**config.mk**
```make
export PLATFORM = sky130hd
export DESIGN_NAME = lcg_rng_param
export DESIGN_NICKNAME = d
export VERILOG_FILES = /design/src/rtl/lcg_rng_param.sv
export SDC_FILE = /design/constraint.sdc
export NUM_CORES = 1
export LEC_CHECK = 0
export CORE_UTILIZATION = 50
export CTS_BUF_LIST = sky130_fd_sc_hd__clkbuf_4 sky130_fd_sc_hd__clkbuf_8
export DETAILED_ROUTE_END_ITERATION = 6
export PLACE_DENSITY_LB_ADDON = 0.1
export SLEW_MARGIN = 20
export SYNTH_ARGS = -nofsm -noshare
export SYNTH_HDL_FRONTEND = slang
export SYNTH_SLANG_ARGS = --single-unit
export TNS_END_PERCENT = 10
```
**constraint.sdc**
```tcl
create_clock -name clk -period 2.45 [get_ports clk]
set_clock_uncertainty 0.15 [all_clocks]
set_input_delay 0.245 -clock clk [delete_from_list [all_inputs] [get_ports clk]]
set_output_delay 0.245 -clock clk [all_outputs]
set_load 0.01 [all_outputs]
```
**src/rtl/lcg_rng_param.sv**
```systemverilog
// Parametrised LCG random-number source: free-runs in RUN, captures on STOP, with a valid/strobe handshake.
// Optional iterative range reduction of the captured value is enabled with `define LCG_RANGE_EN.
module lcg_rng_param #(
  parameter int WIDTH = 8,
  parameter int A     = 5,
  parameter int C     = 1,
  parameter int SEED  = 6,
  parameter int RANGE = 10
) (
  input  logic             clk,
  input  logic             rst_n,
  input  logic [1:0]       state,
  input  logic [WIDTH-1:0] seed_in,
  output logic [WIDTH-1:0] random_num,
  output logic             rnd_valid,
  output logic             rnd_strobe,
  output logic             period_wrap
);

  localparam int              PW     = 2 * WIDTH;
  localparam logic [PW-1:0]   A_EXT  = PW'(A);
  localparam logic [PW-1:0]   C_EXT  = PW'(C);
  localparam logic [WIDTH-1:0] SEED_W = WIDTH'(SEED);

  if (RANGE < 1 || RANGE >= 2 ** WIDTH) begin : g_range_chk
    $error("lcg_rng_param: RANGE must lie in 1..2**WIDTH-1");
  end

  typedef enum logic [1:0] {
    CMD_STOP = 2'd0,
    CMD_RUN  = 2'd1,
    CMD_LOAD = 2'd2,
    CMD_HOLD = 2'd3
  } cmd_e;

  typedef enum logic [1:0] {
    IDLE   = 2'd0,
    RUN    = 2'd1,
`ifdef LCG_RANGE_EN
    REDUCE = 2'd2,
`endif
    DONE   = 2'd3
  } fsm_e;

  cmd_e             cmd;
  fsm_e             fsm_q, fsm_d;
  logic [WIDTH-1:0] cur_q, cur_d;
  logic [WIDTH-1:0] seed_q, seed_d;
  logic [WIDTH-1:0] nxt;
  logic [WIDTH-1:0] num_q, num_d;
  logic             valid_q, valid_d;
  logic             strobe_q, strobe_d;
  logic             wrap_q, wrap_d;
`ifdef LCG_RANGE_EN
  localparam logic [WIDTH-1:0] RANGE_W = WIDTH'(RANGE);
  logic [WIDTH-1:0] red_q, red_d;
`endif

  assign cmd = cmd_e'(state);
  // Full double-width product, truncated to the modulus 2**WIDTH.
  assign nxt = WIDTH'(A_EXT * {{WIDTH{1'b0}}, cur_q} + C_EXT);

  always_comb begin
    // NOTE: every signal gets a default first so no path leaves it unassigned (no latches).
    fsm_d    = fsm_q;
    cur_d    = cur_q;
    seed_d   = seed_q;
    num_d    = num_q;
    valid_d  = valid_q;
    strobe_d = 1'b0;
    wrap_d   = 1'b0;
`ifdef LCG_RANGE_EN
    red_d    = red_q;
`endif

    unique case (cmd)
      CMD_RUN: begin
        cur_d   = nxt;
        fsm_d   = RUN;
        valid_d = 1'b0;
        wrap_d  = (nxt == seed_q);
      end
      CMD_LOAD: begin
        cur_d   = seed_in;
        seed_d  = seed_in;
        fsm_d   = IDLE;
        valid_d = 1'b0;
      end
      CMD_STOP: begin
        if (fsm_q == RUN) begin
`ifdef LCG_RANGE_EN
          red_d = cur_q;
          fsm_d = REDUCE;
`else
          num_d    = cur_q;
          valid_d  = 1'b1;
          strobe_d = 1'b1;
          fsm_d    = DONE;
`endif
        end
      end
      default: ;  // HOLD: generator frozen, FSM unchanged
    endcase

`ifdef LCG_RANGE_EN
    // Reduction keeps going through STOP and HOLD; RUN and LOAD abort it above.
    if (fsm_q == REDUCE && (cmd == CMD_STOP || cmd == CMD_HOLD)) begin
      if (red_q >= RANGE_W) begin
        red_d = red_q - RANGE_W;
      end else begin
        num_d    = red_q;
        valid_d  = 1'b1;
        strobe_d = 1'b1;
        fsm_d    = DONE;
      end
    end
`endif
  end

  // NOTE: sequential state uses non-blocking assignments so all flops update together.
  always_ff @(posedge clk or negedge rst_n) begin
    if (!rst_n) begin
      fsm_q    <= IDLE;
      cur_q    <= SEED_W;
      seed_q   <= SEED_W;
      num_q    <= '0;
      valid_q  <= 1'b0;
      strobe_q <= 1'b0;
      wrap_q   <= 1'b0;
`ifdef LCG_RANGE_EN
      red_q    <= '0;
`endif
    end else begin
      fsm_q    <= fsm_d;
      cur_q    <= cur_d;
      seed_q   <= seed_d;
      num_q    <= num_d;
      valid_q  <= valid_d;
      strobe_q <= strobe_d;
      wrap_q   <= wrap_d;
`ifdef LCG_RANGE_EN
      red_q    <= red_d;
`endif
    end
  end

  assign random_num  = num_q;
  assign rnd_valid   = valid_q;
  assign rnd_strobe  = strobe_q;
  assign period_wrap = wrap_q;

endmodule

```
# --- Yosys cells after proc, flatten, opt, wreduce, memory -nomap -nowiden ---
# Index checks and enable logic that the tools add are counted.
totals:
  reg_bits: 29
  in_bits: 12
  out_inout_bits: 11
  wordCells: 30
op_classes:
  addsub: 1
  n_mul: 1
  eq_ne: 5
  n_mux: 8
  reduce_logical: 8
ops:
  columns: ["cell", "count"]
  rows:
  - ["case mux 8 bit (2 select lines)", 1]
  - ["adder 8 x 1 -> 8 bit, second input constant", 1]
  - ["== test 8 bit", 1]
  - ["multiplier 3 x 8 -> 8 bit, first input constant", 1]
  - ["case mux 2 bit (3 select lines)", 1]
  - ["AND reduction 2 bit", 3]
  - ["== test 2 x 1 -> 1 bit, second input constant", 2]
  - ["2-to-1 mux 1 bit", 4]
  - ["nonzero test 2 bit", 2]
  - ["nonzero test 3 bit", 1]
  - ["== test 2 bit, second input constant", 1]
  - ["logical NOT 2 bit", 1]
  - ["2-to-1 mux 2 bit", 1]
  - ["inequality test 2 bit, second input constant", 1]
  - ["case mux 1 bit (2 select lines)", 1]
  - ["OR reduction 2 bit", 1]

# --- Depth between registers and ports, before layout ---
# Gate-level depths: netlist (run 1).
logic_depth:
  depth_word: 4
  mapped_depth: 7
  ltp_nobuf: 7

# --- Worst setup path after synthesis (run 1) ---
# No wires, ideal clock.
synth_timing:
  kind: "reg-to-reg"
  startpoint: "register cur_q[1]"
  endpoint: "register wrap_q, in the netlist period_wrap"
  setup_time_ps: 120
  arrival_ps: 2078
  t_required_ps: 2180
  slack_ps: 102
  path_stages_with_launch: 8
  n_path_buf: 0
  synth_period_minus_slack_ps: 2348
  path_cell_list: "dfstp_2 -> ha_1 -> ha_1 -> a211o_1 -> a21oi_2 -> o21ai_2 -> xnor3_1 -> and4_1"
synth_via:
  elab_chain_cells: 4
synth_lines:
  columns: ["element", "line_no", "rtl"]
  rows:
  - ["start, declared", "47", "logic [WIDTH-1:0] cur_q, cur_d;"]
  - ["start signal, assigned", "135", "cur_q <= cur_d;"]
  - ["multiplier 3 x 8 -> 8 bit", "61", "assign nxt = WIDTH'(A_EXT * {{WIDTH{1'b0}}, cur_q} + C_EXT);"]
  - ["adder 8 x 1 -> 8 bit", "61", null]
  - ["== test 8 bit", "81", "wrap_d = (nxt == seed_q);"]
  - ["2-to-1 mux 1 bit", "76", "unique case (cmd)"]
  - ["named net wrap_d", "53", "logic wrap_q, wrap_d;"]
  - ["end signal, assigned", "140", "wrap_q <= wrap_d;"]
  - ["end, declared", "53", null]
# The timed path passes the listed nets, and every way through them passes these cells.
# A chain may end at the register's enable or synchronous reset.

# --- Final worst setup path (run 1) ---
layout_timing:
  startpoint: "register cur_q[2]"
  endpoint: "register wrap_q, in the netlist period_wrap"
# Same word-level chain as after synthesis.

==> results of run 1 <==
power by group through the flow:
| stage | sequential, W | clock (W) | combinational [W] |
|---|---|---|---|
| after floorplan | 0.000771 | 0 | 0.00127 |
| after global placement | 0.000754 | 0 | 0.00169 |
| after detailed placement | 0.000767 | 0 | 0.00176 |
| after CTS | 0.000757 | 0.000320 | 0.00178 |
| after global routing | 0.000783 | 0.000333 | 0.00207 |
| final | 0.000762 | 0.000310 | 0.00190 |
placed cells by master (no fill, tap or decap), types with 2 or more instances in the layout:
| cell type | instances |
|---|---|
| nand3b_1 | 2 |
| dfrtp_1 | 24 |
| ha_2 | 2 |
| mux2i_1 | 4 |
| nand2_1 | 28 |
| nor2b_1 | 2 |
| buf_4 | 6 |
| o21a_1 | 2 |
| nor3_1 | 2 |
| a21oi_1 | 8 |
| ha_1 | 11 |
| dfstp_2 | 4 |
| o21ai_1 | 4 |
| xor2_1 | 3 |
| clkdlybuf4s50_1 | 22 |
| xnor2_1 | 9 |
| inv_1 | 5 |
| mux2_1 | 5 |
| a31oi_1 | 2 |
| ha_4 | 2 |
| nor2_1 | 10 |
| clkinv_1 | 2 |
| o211ai_1 | 2 |
| clkbuf_4 | 3 |
per-layer routing:
layer	global-route usage	wire, um
met1	0.215	1320
met2	0.371	1500
met5	0	0
met3	0.0246	85
met4	0.105	78
layout make-up:
| cell class | count | area share |
|---|---|---|
| clock buffer | 3 | 0.0116 |
| timing repair buffer | 28 | 0.137 |
| tap | 31 | 0.0200 |
| sequential | 28 | 0.365 |
| clock inverter | 1 | 0.0155 |
| multi-input combinational | 113 | 0.436 |
| inverter | 8 | 0.0155 |
worst max-delay path: stages, from the launching register on:
cell	delay, ns
dfstp_2	0.59
ha_1	0.25
ha_2	0.23
a211o_1	0.33
a21oi_2	0.19
o21ai_2	0.07
xnor3_1	0.32
and4_1	0.15
timing repair:
| action | CTS | global route |
|---|---|---|
| endpoints found under the setup margin | 0 | 1 |
| setup buffers | 0 | 2 |
| gates resized for setup | 0 | 5 |
how the worst min path moves through the flow:
stage | start | end | slack [ns] | depth (start not counted)
2_1_floorplan | rst_n | cur_q[0]$_DFFE_PN0P_ | -0.20 | 0
3_3_place_gp | random_num[7]$_DFFE_PN0P_ | random_num[7]$_DFFE_PN0P_ | 0.31 | 2
3_5_place_dp | random_num[0]$_DFFE_PN0P_ | random_num[0]$_DFFE_PN0P_ | 0.31 | 2
4_1_cts | rst_n | period_wrap$_DFF_PN0_ | 0.11 | 2
5_1_grt | rst_n | period_wrap$_DFF_PN0_ | 0.12 | 2
6_report | rst_n | seed_q[5]$_DFFE_PN0P_ | 0.11 | 2
cells by family (layout without fill, tap and decap cells):
group                    after synthesis  after routing  share of synthesized area
buffers and inverters                 12             40                     0.0289
multiplexers                          10             10                     0.0690
flip-flops                            28             28                      0.453
AND/OR/NAND/NOR                       48             48                      0.132
AO/OA/AOI/OAI                         27             27                      0.116
adder cells (fa/ha/maj)               15             15                      0.120
XOR/XNOR                              13             13                     0.0819
registers in the layout, indices dropped and copies added, names as in the netlist:
register and cells:
fsm_q 1, random_num 8, seed_q 8, rnd_valid 1, period_wrap 1, cur_q 8
rnd_strobe 1
synthesized netlist by cell type:
cell      instances  share of area
nand2_1          28          0.067
dfrtp_1          24           0.39
ha_1             15           0.12
nor2_1           10          0.024
xnor2_1           9          0.051
a21oi_1           8          0.026
inv_1             5          0.012
mux2_1            5          0.036
clkbuf_1          4         0.0096
dfstp_2           4          0.067
mux2i_1           4          0.026
o21ai_1           4          0.013
nor3_1            3         0.0096
xor2_1            3          0.017
a31oi_1           2         0.0080
clkinv_1          2         0.0048
nand3b_1          2         0.0096
nor2b_1           2         0.0080
o211ai_1          2         0.0096
o21a_1            2         0.0096
a211o_1           1         0.0056
a211oi_1          1         0.0048
a211oi_2          1         0.0080
a21o_1            1         0.0048
a21oi_2           1         0.0056
a221o_1           1         0.0064
and4_1            1         0.0056
inv_2             1         0.0024
mux2_2            1         0.0072
nand3_1           1         0.0032
nand4_1           1         0.0040
o21a_2            1         0.0056
o21ai_0           1         0.0032
o21ai_2           1         0.0056
xnor3_1           1          0.014
per-stage QoR:
step	hold WS, ns	area [um2]	power [W]
6_report	0.112	1940	0.00298
5_1_grt	0.123	1940	0.00319
4_1_cts	0.114	1890	0.00285
3_5_place_dp	0.312	1830	0.00253
3_3_place_gp	0.312	1830	0.00244
2_1_floorplan	-0.201	1560	0.00204
==> impl_results.md, run 1 <==
* Area of the multi-input gates at 843 um2
* Final setup vio count at 0
* Post-DRT Antenna Nets at 0
* Register-to-Register Setup Slack at about 0.071 ns
* Largest net degree at the start of global routing at 29
* R2R depth at 7
* RePlAce Congestion at 0.830
* Synthesis Warnings at 0
* DRC at 0
* Share of cells above drive strength 1 at 0.138
* Register area at 706 um2
* Crit. End Element: flop
* DIE WIDTH at about 58 um
* Critical path class: reg2reg
* # Max-Cap Violations at 0
* Layout area overhead at 24.2%
* Max H-tree Level at 1
* Sw Ratio at 0.407
* Hold Path Class: in2async
* Yosys reg bits at 28
* Sequential power share at 0.256
* Yosys cell types at 35
* Crit path DAT at roughly 2.5 ns
* Leakage at roughly 0.87 nW
* CTS Buf Count at 3
* Peak Freq at 420 MHz
* Final Util at 0.679
* Slew @ Worst Pin at between 0.3 and 0.4 ns
* Seq/Total Area, Yosys at 0.453
* Vias in the first global route at around 1200
* Clk network pwr share at 0.104
* Router iterations before antenna repair at 4
* Die Ht at 57.8 um
* Filler instances at 228
* CTS tree: yes
* Clock sink total at 28
* P per Cell Area at 1540 nW/um2
* 1st-iter DRT viols at 45
* VDD IR-drop max at 0.827 mV
* Non-filler instance count after layout at 212
* Worst Setup EP: period_wrap$_DFF_PN0_
* Fin crit share at 0.971
* Placed insts at just over 200
* Int Power at between 0.0015 and 0.002 W
* Status: complete, no violations
* Slew Viols, Final at 0
* First-pass GRT wire length at 5.05 mm
* Via count at 1155
* Row Count at 19
* Drt total wl at 2.99 mm
* Post-layout min period at 2.38 ns
* Core box area at 2850 um2
* Hold Fails Final Rpt at 0
* GR Util All Layers at 0.198
* Post-Synthesis Cells at 153
* Grt ovf at 0
* Synthesized net count at 180
* Clk_lat worst skew at around 0.34 ns
* DIE AREA at 3350 um2
* Synth Area per Inst at 10.2 um2
* Total Neg Setup Slack at 0 ns
* Reg-to-reg critical path endpoint: period_wrap$_DFF_PN0_
* Reg clk slew, reported paths at approximately 0.15 ns
* Post-DP HPWL at ~2.2 mm
* Sw Pwr at 0.00121 W
* Max clock buf depth at 2
* Final nets at 209
* Port Buffers at 22
* Fin worst setup slack at roughly 0.07 ns
* CTS Root Buffer Type: clkbuf_4
* Initial core utilization at 0.546
* Crit path launch type: flop
* Worst Path Max Fanout at 5
* Hold-fix buffers at CTS at 0
* Routed length per instance at around 14 um
* Crit path launch: cur_q[2]$_DFFE_PN1P_
* Initial antenna violation count at 0
* Dpl ws at about 0.055 ns
* Via density at 5.45
* Number of top-level pins at 23
* Part of the power in combinational logic at 0.640
* N_diodes at 0
* Worst endpoint required time at 2.55 ns
* Reg-to-Reg Start: cur_q[2]$_DFFE_PN1P_
* Post-Syn Area at ~1600 um2
* RSZ-0062 raised after global routing: no
* Relative slew slack at 0.756
No activity file was read; power rests on OpenSTA's default activity.
==> run 2, diff against run 1 <==
--- a/config.mk
+++ b/config.mk
@@ -5,10 +5,12 @@
 export SDC_FILE = /design/constraint.sdc
 export NUM_CORES = 1
 export LEC_CHECK = 0
+export ABC_AREA = 0
 export CORE_UTILIZATION = 50
 export CTS_BUF_LIST = sky130_fd_sc_hd__clkbuf_4 sky130_fd_sc_hd__clkbuf_8
 export DETAILED_ROUTE_END_ITERATION = 6
 export PLACE_DENSITY_LB_ADDON = 0.1
+export SKIP_LAST_GASP = 1
 export SLEW_MARGIN = 20
 export SYNTH_ARGS = -nofsm -noshare
 export SYNTH_HDL_FRONTEND = slang
==> results of run 2 <==
Final layout, timing and power as in run 1 (identical DEF).
==> run 3, diff against run 2 <==
==> constraint.sdc (replaced) <==
create_clock -name clk -period 2.1 [get_ports clk]
set_clock_uncertainty 0.15 [all_clocks]
set_input_delay 0.21 -clock clk [delete_from_list [all_inputs] [get_ports clk]]
set_output_delay 0.21 -clock clk [all_outputs]
set_load 0.01 [all_outputs]
==> run 3 against run 2 <==
Compared with the run above: core utilization rose by 4.7 points; die area did not move; sequential power rose by 16%; global-route usage rose by 1.0 points; total power rose by 26%; first-iteration DRC count fell by 38%; cell area rose by 7.0%; register-to-register slack got worse by 0.13 ns; sequential cell count did not move; clock power rose by 15%; wire length fell by 1.2%; the run now ends with negative setup slack left.
==> impl_results.md, run 3 (synthesized netlist as in run 1, its figures left out) <==
* Via count at 1172 (+1.5%)
* Port Buffers at 22 (unchanged)
* Final Util at 0.726 (+0.0474)
* Vias in the first global route at 1205 (-2.2%)
* Fin crit share at 1.03 (+0.0565)
* Non-filler instance count after layout at 219 (+3.3%)
* Core box area at 2850 um2 (unchanged)
* Hold Fails Final Rpt at 0 (unchanged)
* Crit path DAT at 2.25 ns (-0.23 ns)
* Hold-fix buffers at CTS at 0 (unchanged)
* Max clock buf depth at 2 (unchanged)
* Critical path class: reg2reg
* Router iterations before antenna repair at 4 (unchanged)
* N_diodes at 0 (unchanged)
* Routed length per instance at 13.5 um (-4.4%)
* Placed insts at 214 (+3.9%)
* Crit path launch type: flop
* RePlAce Congestion at 0.882 (+6.3%)
* Slew @ Worst Pin at 0.385 ns (+0.0194 ns)
* Max H-tree Level at 1 (unchanged)
* Largest net degree at the start of global routing at 29 (unchanged)
* DRC at 0 (unchanged)
* Crit path top cell by count: ha_4
* DIE AREA at 3350 um2 (unchanged)
* Crit path cell chain: ha_4 > ha_4 > a211o_1 > a21oi_2 > o21ai_2 > xnor3_1 > and4_1
* Filler instances at 225 (-1.3%)
* Critical path's largest stage delay at 0.58 ns (about the same)
* Crit path max-delay family: flip-flops
* First-pass GRT wire length at 5.27 mm (+4.4%)
* Share of cells above drive strength 1 at 0.207 (+0.0693)
* Commonest cells after routing, fill and taps aside: 28 x nand2_1, 23 x dfrtp_1, 22 x clkdlybuf4s50_1, 12 x buf_4, 10 x nor2_1
* DIE WIDTH at 57.8 um (unchanged)
* RSZ-0062 raised after global routing: yes
* Leakage at 0.919 nW (+5.9%)
* Relative slew slack at 0.741 (-0.0148)
* Crit path buf inv count at 0 (unchanged)
* Clk_lat worst skew at 0.34 ns (about the same)
* Status: finished, violations left
* CTS Root Buffer Type: clkbuf_4
* Initial core utilization at 0.546 (unchanged)
* Drt total wl at 2.95 mm (-1.2%)
* Post-DP HPWL at 2.23 mm (-0.36%)
* Die Ht at 57.8 um (unchanged)
* Hold Path Class: in2async
* Crit. End Element: flop
* Reg clk slew, reported paths at 0.15 ns (about the same)
* Final setup vio count at 1 (+1)
* Failing checks: negative setup slack
* Fin worst setup slack at -0.0578 ns (-0.129 ns)
* P per Cell Area at 1810 nW/um2 (+18%)
* Grt ovf at 0 (unchanged)
* GR Util All Layers at 0.208 (+0.0101)
* Worst Path Max Fanout at 5 (unchanged)
* Most common cell after layout, fill and taps aside: nand2_1
* Clock sink total at 28 (unchanged)
* Post-DRT Antenna Nets at 0 (unchanged)
* Peak Freq at 463 MHz (+10%)
* 1st-iter DRT viols at 28 (-38%)
* Worst endpoint required time at 2.20 ns (-0.35 ns)
* Final nets at 216 (+3.3%)
* Post-layout min period at 2.16 ns (-0.221 ns)
* CTS Buf Count at 3 (unchanged)
* Slew Viols, Final at 0 (unchanged)
* Via density at 5.35 (-1.8%)
* Row Count at 19 (unchanged)
* Layout area overhead at 32.8%
* Initial antenna violation count at 0 (unchanged)
* CP max-delay cell: dfstp_2
* # Max-Cap Violations at 0 (unchanged)
* VDD IR-drop max at 1.01 mV (+22%)
* Number of top-level pins at 23 (unchanged)
* CTS tree: yes
-- run 3: changes by cell type in the layout (fill, tap and decap cells not counted), sizes merged --
cell and change:
buf +7
-- run 3: worst register-to-register path: stages (launching register included) --
cell and delay (ns):
dfstp_2 0.58, ha_4 0.21, ha_4 0.26, a211o_1 0.31, a21oi_2 0.17, o21ai_2 0.06, xnor3_1 0.17, and4_1 0.16
-- run 3: final timing paths --
kind | slack, ns | end | cells past startpoint | from
worst max-delay path | -0.06 | period_wrap$_DFF_PN0_ | 7 | cur_q[1]$_DFFE_PN1P_
worst min-delay path | 0.08 | seed_q[5]$_DFFE_PN0P_ | 2 | rst_n
worst max register to register | -0.06 | period_wrap$_DFF_PN0_ | 7 | cur_q[1]$_DFFE_PN1P_
worst min register to register | 0.34 | random_num[1]$_DFFE_PN0P_ | 2 | random_num[1]$_DFFE_PN0P_
max in group asynchronous | 1.41 | seed_q[1]$_DFFE_PN1P_ | 2 | rst_n
min in group clk | 0.27 | seed_q[3]$_DFFE_PN0P_ | 3 | seed_in[3]
-- run 3: layout make-up --
cell class	count	area, um2	area share
well taps	31	38.8	0.0187
flip-flops and latches	28	707	0.341
inverters	8	30.0	0.0145
clock buffers	3	22.5	0.0109
repair buffers	35	330	0.160
clock inverters	1	30.0	0.0145
multi-input cells	113	912	0.440
-- run 3: routing by layer --
layer / wire, um / GRT usage / vias up
li1: - / - / 592
met1: 1240 / 0.243 / 551
met2: 1590 / 0.379 / 24
met3: 76 / 0.0335 / 5
met4: 41 / 0.0816 / 0
met5: 0 / 0 / -
-- run 3: per-stage QoR --
step / power (W) / setup WS [ns] / hold slack (ns) / TNS, ns / area [um2]
floorplan: 0.00247 / -0.0137 / -0.236 / -0.0137 / 1590
global placement: 0.00304 / -0.0209 / 0.308 / -0.0209 / 1940
detailed placement: 0.00312 / -0.0725 / 0.311 / -0.0865 / 1940
CTS: 0.00369 / -0.0623 / 0.0848 / -0.0623 / 2060
global route: 0.00409 / -0.145 / 0.104 / -0.412 / 2070
finish: 0.00376 / -0.0578 / 0.0817 / -0.0578 / 2070
-- run 3: timing repair --
action / 4_1_cts / 5_1_grt
pin swaps: 6 / 4
setup endpoints to repair: 3 / 4
resized for setup: 7 / 3
buffers inserted: 1 / 0
-- run 3: report_power, final --
group | internal, W | switching, W | total (W)
clock network | 0.000193 | 0.000163 | 0.000356
logic | 0.00136 | 0.00116 | 0.00252
registers | 0.000739 | 0.000145 | 0.000884
